--- src/rtl/aes_pkg.sv ---
// Shared AES-128 inverse-cipher types and constants.
package aes_pkg;

   typedef logic [127:0] aes_block_t;

   typedef enum logic [1:0] {
      IDLE  = 2'd0,
      INIT  = 2'd1,
      ROUND = 2'd2,
      DONE  = 2'd3
   } inv_seq_state_t;

   localparam int         NUM_ROUNDS   = 10;
   localparam logic [3:0] LAST_ROUND   = 4'(NUM_ROUNDS - 1);
   localparam logic [3:0] INIT_KEY_IDX = 4'(NUM_ROUNDS);

endpackage

--- src/rtl/inv_round_sequencer_if.sv ---
// Host, key-store and inverse-datapath connections of the inverse round sequencer.
interface inv_round_sequencer_if;
   import aes_pkg::*;

   logic       i_start;
   aes_block_t i_cipher;
   logic       o_busy;
   logic       o_done;
   aes_block_t o_plain;
   logic [3:0] o_key_idx;
   aes_block_t i_key;
   logic       i_key_valid;
   aes_block_t o_round_data;
   aes_block_t i_sub_data;
   aes_block_t o_ark_data;
   logic [4:0] o_state;
   aes_block_t i_mix_data;

   modport master (
      output i_start, i_cipher, i_key, i_key_valid, i_sub_data, i_mix_data,
      input  o_busy, o_done, o_plain, o_key_idx, o_round_data, o_ark_data, o_state
   );

   modport slave (
      input  i_start, i_cipher, i_key, i_key_valid, i_sub_data, i_mix_data,
      output o_busy, o_done, o_plain, o_key_idx, o_round_data, o_ark_data, o_state
   );

endinterface

--- src/rtl/inv_round_sequencer_add_round_key.sv ---
// AddRoundKey: bitwise 128-bit XOR of a state block with a round key.
module add_round_key
   import aes_pkg::*;
(
   input  aes_block_t data,
   input  aes_block_t key,
   output aes_block_t result
);

   assign result = data ^ key;

endmodule

--- src/rtl/inv_round_sequencer.sv ---
// AES-128 inverse-cipher round sequencer: state register, round counter and handshakes.
//
// state | meaning
// IDLE  | waiting for i_start; plaintext of the last block held on o_plain
// INIT  | initial AddRoundKey with key 10
// ROUND | rounds 0..9, state <- inverse mix-columns return (bypassed in round 9)
// DONE  | one-cycle o_done pulse, then back to IDLE
module inv_round_sequencer
   import aes_pkg::*;
(
   input logic                  clk,
   input logic                  n_rst,
   inv_round_sequencer_if.slave bus
);

   localparam logic [1:0] ST_IDLE  = 2'(IDLE);
   localparam logic [1:0] ST_INIT  = 2'(INIT);
   localparam logic [1:0] ST_ROUND = 2'(ROUND);
   localparam logic [1:0] ST_DONE  = 2'(DONE);

   logic [1:0] fsm_q;
   aes_block_t state_q;
   logic [3:0] round_q;
   aes_block_t ark_in;
   aes_block_t ark_out;
   logic       in_init;
   logic       in_round;

   assign in_init  = (fsm_q == ST_INIT);
   assign in_round = (fsm_q == ST_ROUND);

   // A single XOR serves both the INIT whitening and the per-round key add.
   assign ark_in = in_init ? state_q : bus.i_sub_data;

   add_round_key u_add_round_key (
      .data   (ark_in),
      .key    (bus.i_key),
      .result (ark_out)
   );

   always_comb begin
      bus.o_key_idx = 4'd0;
      if (in_init) begin
         bus.o_key_idx = INIT_KEY_IDX;
      end else if (in_round) begin
         bus.o_key_idx = LAST_ROUND - round_q;
      end
   end

   always_ff @(posedge clk or negedge n_rst) begin
      if (!n_rst) begin
         fsm_q   <= ST_IDLE;
         state_q <= '0;
         round_q <= '0;
      end else begin
         case (fsm_q)
            ST_IDLE: begin
               if (bus.i_start) begin
                  fsm_q   <= ST_INIT;
                  state_q <= bus.i_cipher;
                  round_q <= '0;
               end
            end
            ST_INIT: begin
               if (bus.i_key_valid) begin
                  state_q <= ark_out;
                  fsm_q   <= ST_ROUND;
               end
            end
            ST_ROUND: begin
               if (bus.i_key_valid) begin
                  state_q <= bus.i_mix_data;
                  if (round_q == LAST_ROUND) begin
                     fsm_q <= ST_DONE;
                  end else begin
                     round_q <= round_q + 4'd1;
                  end
               end
            end
            default: fsm_q <= ST_IDLE;
         endcase
      end
   end

   assign bus.o_busy       = in_init | in_round;
   assign bus.o_done       = (fsm_q == ST_DONE);
   assign bus.o_plain      = state_q;
   assign bus.o_round_data = state_q;
   assign bus.o_ark_data   = ark_out;
   assign bus.o_state      = in_round ? {1'b1, round_q} : 5'b00000;

endmodule

--- src/flat_wrapper.sv ---
// flat-port wrapper written by rule: the top's interface ports become plain ports
module inv_round_sequencer_flat import aes_pkg::*;
  (clk, n_rst, bus_i_start, bus_i_cipher, bus_i_key, bus_i_key_valid, bus_i_sub_data, bus_i_mix_data, bus_o_busy, bus_o_done, bus_o_plain, bus_o_key_idx, bus_o_round_data, bus_o_ark_data, bus_o_state);
  inv_round_sequencer_if bus_i ();
  input logic clk;
  input logic n_rst;
  input wire logic [$bits(bus_i.i_start)-1:0] bus_i_start;
  input wire logic [$bits(bus_i.i_cipher)-1:0] bus_i_cipher;
  input wire logic [$bits(bus_i.i_key)-1:0] bus_i_key;
  input wire logic [$bits(bus_i.i_key_valid)-1:0] bus_i_key_valid;
  input wire logic [$bits(bus_i.i_sub_data)-1:0] bus_i_sub_data;
  input wire logic [$bits(bus_i.i_mix_data)-1:0] bus_i_mix_data;
  output wire logic [$bits(bus_i.o_busy)-1:0] bus_o_busy;
  output wire logic [$bits(bus_i.o_done)-1:0] bus_o_done;
  output wire logic [$bits(bus_i.o_plain)-1:0] bus_o_plain;
  output wire logic [$bits(bus_i.o_key_idx)-1:0] bus_o_key_idx;
  output wire logic [$bits(bus_i.o_round_data)-1:0] bus_o_round_data;
  output wire logic [$bits(bus_i.o_ark_data)-1:0] bus_o_ark_data;
  output wire logic [$bits(bus_i.o_state)-1:0] bus_o_state;
  assign bus_i.i_start = bus_i_start;
  assign bus_i.i_cipher = bus_i_cipher;
  assign bus_i.i_key = bus_i_key;
  assign bus_i.i_key_valid = bus_i_key_valid;
  assign bus_i.i_sub_data = bus_i_sub_data;
  assign bus_i.i_mix_data = bus_i_mix_data;
  assign bus_o_busy = bus_i.o_busy;
  assign bus_o_done = bus_i.o_done;
  assign bus_o_plain = bus_i.o_plain;
  assign bus_o_key_idx = bus_i.o_key_idx;
  assign bus_o_round_data = bus_i.o_round_data;
  assign bus_o_ark_data = bus_i.o_ark_data;
  assign bus_o_state = bus_i.o_state;
  inv_round_sequencer u_core (.clk(clk), .n_rst(n_rst), .bus(bus_i));
endmodule
--- config.mk ---
export PLATFORM = sky130hd
export DESIGN_NAME = inv_round_sequencer_flat
export DESIGN_NICKNAME = d
export VERILOG_FILES = /design/src/rtl/aes_pkg.sv /design/src/rtl/inv_round_sequencer_if.sv /design/src/rtl/inv_round_sequencer_add_round_key.sv /design/src/rtl/inv_round_sequencer.sv /design/src/flat_wrapper.sv
export SDC_FILE = /design/constraint.sdc
export NUM_CORES = 1
export LEC_CHECK = 0
export CORE_AREA = 2 2 355 357
export CTS_CLUSTER_SIZE = 40
export DETAILED_ROUTE_END_ITERATION = 6
export DIE_AREA = 0 0 357 359
export PLACE_DENSITY = 0.4
export SYNTH_ARGS = -nofsm -noshare
export SYNTH_HDL_FRONTEND = slang
export SYNTH_SLANG_ARGS = --single-unit
--- constraint.sdc ---
create_clock -name clk -period 2.5 [get_ports clk]
set_input_delay 0.25 -clock clk [delete_from_list [all_inputs] [get_ports clk]]
set_output_delay 0.25 -clock clk [all_outputs]
set_load 0.01 [all_outputs]
==> results by group <==
Timing
  • Crit path time final: 2590 ps
  • Worst-Margin Slew: 697 ps
  • Max-slew violations: 0
  • Slew HR: 0.535
  • Unrepaired setup endpoints after global routing: yes
  • Setup Skew: 7.68 ps
  • Final hold violations: 0
  • Tcrit/Tclk final: 1.04
  • Hold Slack: 342 ps
  • Worst Setup Slack, final: -92.2 ps
  • Fmax: 0.386 GHz
  • Setup Viol. Count Final: 24

Layout
  • Area grow syn2layout: 104%
  • Fraction of layout cells with a size suffix above 1: 0.171
  • Fill cell count: 13978
  • Fin cells: 3833
  • Post-layout nets: 2691

Pwr
  • Power Dens Cells: 1050 mW/mm2
  • Pleak: 8.39 nW
  • Worst vdd ir: 0.520 mV

Floorplanning
  • Die ar.: 0.128 mm2
  • Row count: 130
  • Die Y: 359 um
  • Die width: 357 um
  • Core Area: 0.125 mm2
  • Ports: 911
  • Initial Utilization: 0.0920

Logic synthesis
  • Top cells by area, synth: dfrtp_1, mux2i_1, xnor2_1
  • Top FF cell, synth: dfrtp_1
  • Synth area leader: dfrtp_1
  • Post-synthesis net count: 1839
  • Combinational family with the most area after synthesis: compound AO/OA/AOI/OAI gates
  • Synth Cell Area: 0.0115 mm2
  • Post-Syn Area per Cell: 8.72 um2
  • Post-Synth Adder-Cell Area: 0.00873
  • Post-Synth XOR/XNOR Area: 0.0986
  • Compound-Gate Fraction of Synth Area: 0.217
  • Post-synth EDFFs: 0
  • Warnings, synthesis: 0
  • Syn Inst Count: 1315
  • Mux contribution to synthesized area: 0.113
  • FFs w/ async S/R, synth: 1.00
  • Top cell type's share of synthesized area: 0.293
  • Simple-gate share of the synthesized area: 0.141
  • Yosys reg bits: 134
  • Synth unique cells: 39
  • Sequential share of the synthesized area: 0.293
  • Top cells by count, synth: o21ai_0, dfrtp_1, buf_4
  • Count leader, synth: o21ai_0

Placement
  • Port bufs: 910
  • GP Congestion: 0.845
  • Hpwl dp: 67100 um
  • Dpl cells: 3743

Worst setup path
  • Critical Path Source: u_core.fsm_q[0]
  • Reg-to-Reg Start: u_core.fsm_q[0]
  • Worst endpoint required time: 2250 ps
  • CP Capture Type: primary output
  • Worst path arrival time: 2340 ps
  • Startpoint types: register
  • Critical path peak fanout: 6
  • Crit Path Class: register to primary output

Clock network
  • CTS sink cnt: 134
  • Clock Tree Buf Depth: 2
  • CTS tree: built
  • CTS Root Cell: clkbuf_16
  • H-Tree Depth: 4
  • CTS Buf Count: 17
  • Reg clk slew, reported paths: 70 ps
  • Latest clock arrival within the worst-skew pair: 480 ps

GRT
  • Initial antenna violation count: 10
  • Gr usage total: 0.123
  • Vias in the first global route: 13999
  • Largest net degree at the start of global routing: 54
  • Global-route wire length before repair: 112000 um
  • Total grt overflow: 0

Detailed routing
  • Vias per std cell: 3.53
  • WL/cell: 21.6 um
  • DRT Wirelength: 82600 um
  • Initial DRC count: 645
  • First drt pass iteration count: 5
  • Vias: 13515
  • DR DRC count: 0
  • Antenna Nets Post-Route: 0

Status
  • Failing checks: negative setup slack
  • Outcome: finished with violations

Hold path
  • Tightest Hold Check Type: primary input to async pin

Job
  • Max_cap viols: 0
## registers in the layout, summed over array words and instances, names as in the netlist
name,cells
u_core.fsm_q,2
u_core.bus.o_plain,128
u_core.round_q,4
## critical path, cell delays in order, from the launching register on
cell and delay, ps:
dfrtp_2 420, ha_4 190, buf_6 120, buf_12 130
buf_8 130, buf_12 140, buf_16 150, buf_6 110
mux2i_1 160, xnor2_1 130, buf_2 150
## routing by layer
metal  vias to the layer above  share of wire  global-route usage
met1                      6548           0.44               0.155
met5                         -        0.00033                   0
met2                       515           0.49               0.212
li1                       6414              -                   -
met4                         4          0.011              0.0269
met3                        34          0.062              0.0296
## repair_timing
action | 4_1_cts | 5_1_grt
pin swaps | 19 | 23
endpoints found under the setup margin | 137 | 213
cloned | 5 | 4
hold endpoints to repair | 49 | 0
gates resized for setup | 489 | 131
setup buffers | 30 | 26
hold buffers | 1 | 0
## final timing paths
path / cells past startpoint / slack, ps / endpoint
worst min-delay path: 2 / 340 / u_core.bus.o_plain[94]
worst max register to register: 11 / 150 / u_core.bus.o_plain[49]
min in group clk: 3 / 440 / u_core.bus.o_plain[29]
worst min register to register: 1 / 580 / u_core.round_q[2]
worst max-delay path: 10 / -90 / bus_o_ark_data[113]
max in group asynchronous: 3 / 1470 / u_core.bus.o_plain[25]
## power breakdown
group          total, mW  leakage (nW)  switching (mW)  internal [mW]
sequential          4.90          1.71            1.77           3.13
clock               2.96         0.318            1.21           1.75
combinational       16.6          6.36            8.21           8.43
## through the flow
step / instance area (um2) / utilization / setup TNS (ps) / worst slack (ps) / total power [mW]
2_1_floorplan: 11500 / - / 0 / 633 / 12.1
3_3_place_gp: 22200 / 0.178 / 0 / 55.0 / 21.1
3_5_place_dp: 22200 / 0.178 / 0 / 43.7 / 21.1
4_1_cts: 23000 / 0.185 / -5960 / -308 / 24.4
5_1_grt: 23400 / 0.188 / -6450 / -219 / 26.3
6_report: 23400 / 0.188 / -923 / -92.2 / 24.5
## placed cells by master (no fill, tap or decap), types with 3 or more instances in the layout
| cell | n |
|---|---|
| nor2_1 | 128 |
| mux2i_2 | 44 |
| inv_1 | 3 |
| nand2b_1 | 3 |
| nand2_1 | 5 |
| o21ai_0 | 198 |
| clkdlybuf4s50_1 | 771 |
| o21ai_1 | 61 |
| mux2i_4 | 9 |
| clkdlybuf4s15_2 | 5 |
| dfrtp_1 | 133 |
| buf_4 | 103 |
| and2_1 | 3 |
| ha_4 | 3 |
| xnor2_1 | 126 |
| buf_8 | 8 |
| mux2i_1 | 76 |
| inv_6 | 3 |
| diode_2 | 3 |
| clkbuf_8 | 3 |
| buf_6 | 13 |
| clkbuf_16 | 20 |
| buf_16 | 8 |
| nor3b_1 | 128 |
| bufinv_16 | 4 |
| buf_2 | 85 |
| clkdlybuf4s15_1 | 5 |
| clkbuf_2 | 21 |
| buf_12 | 23 |
| ha_1 | 5 |
| a221oi_1 | 127 |
| clkinv_2 | 3 |
| dlygate4sd2_1 | 16 |
## kinds of logic after synthesis
kind of cell / Yosys count
adders and majority gates: 8
and+or+nand+nor: 284
muxes: 129
AOI/OAI and AO/OA: 395
xor gates and xnor gates: 129
DFF: 134
buffers and inverters: 236
## layout make-up
type,count,area (um2),area share
Antenna cell,3,7.51,0.000321
Clock buffer,21,470,0.0201
Clock inverter,11,170,0.00728
Inverter,6,31.3,0.00134
Multi-Input combinational cell,946,6990,0.299
Sequential cell,134,3350,0.143
Tap cell,1650,2060,0.0883
Timing Repair Buffer,1062,10300,0.440
(Power assumes the default switching activity.)
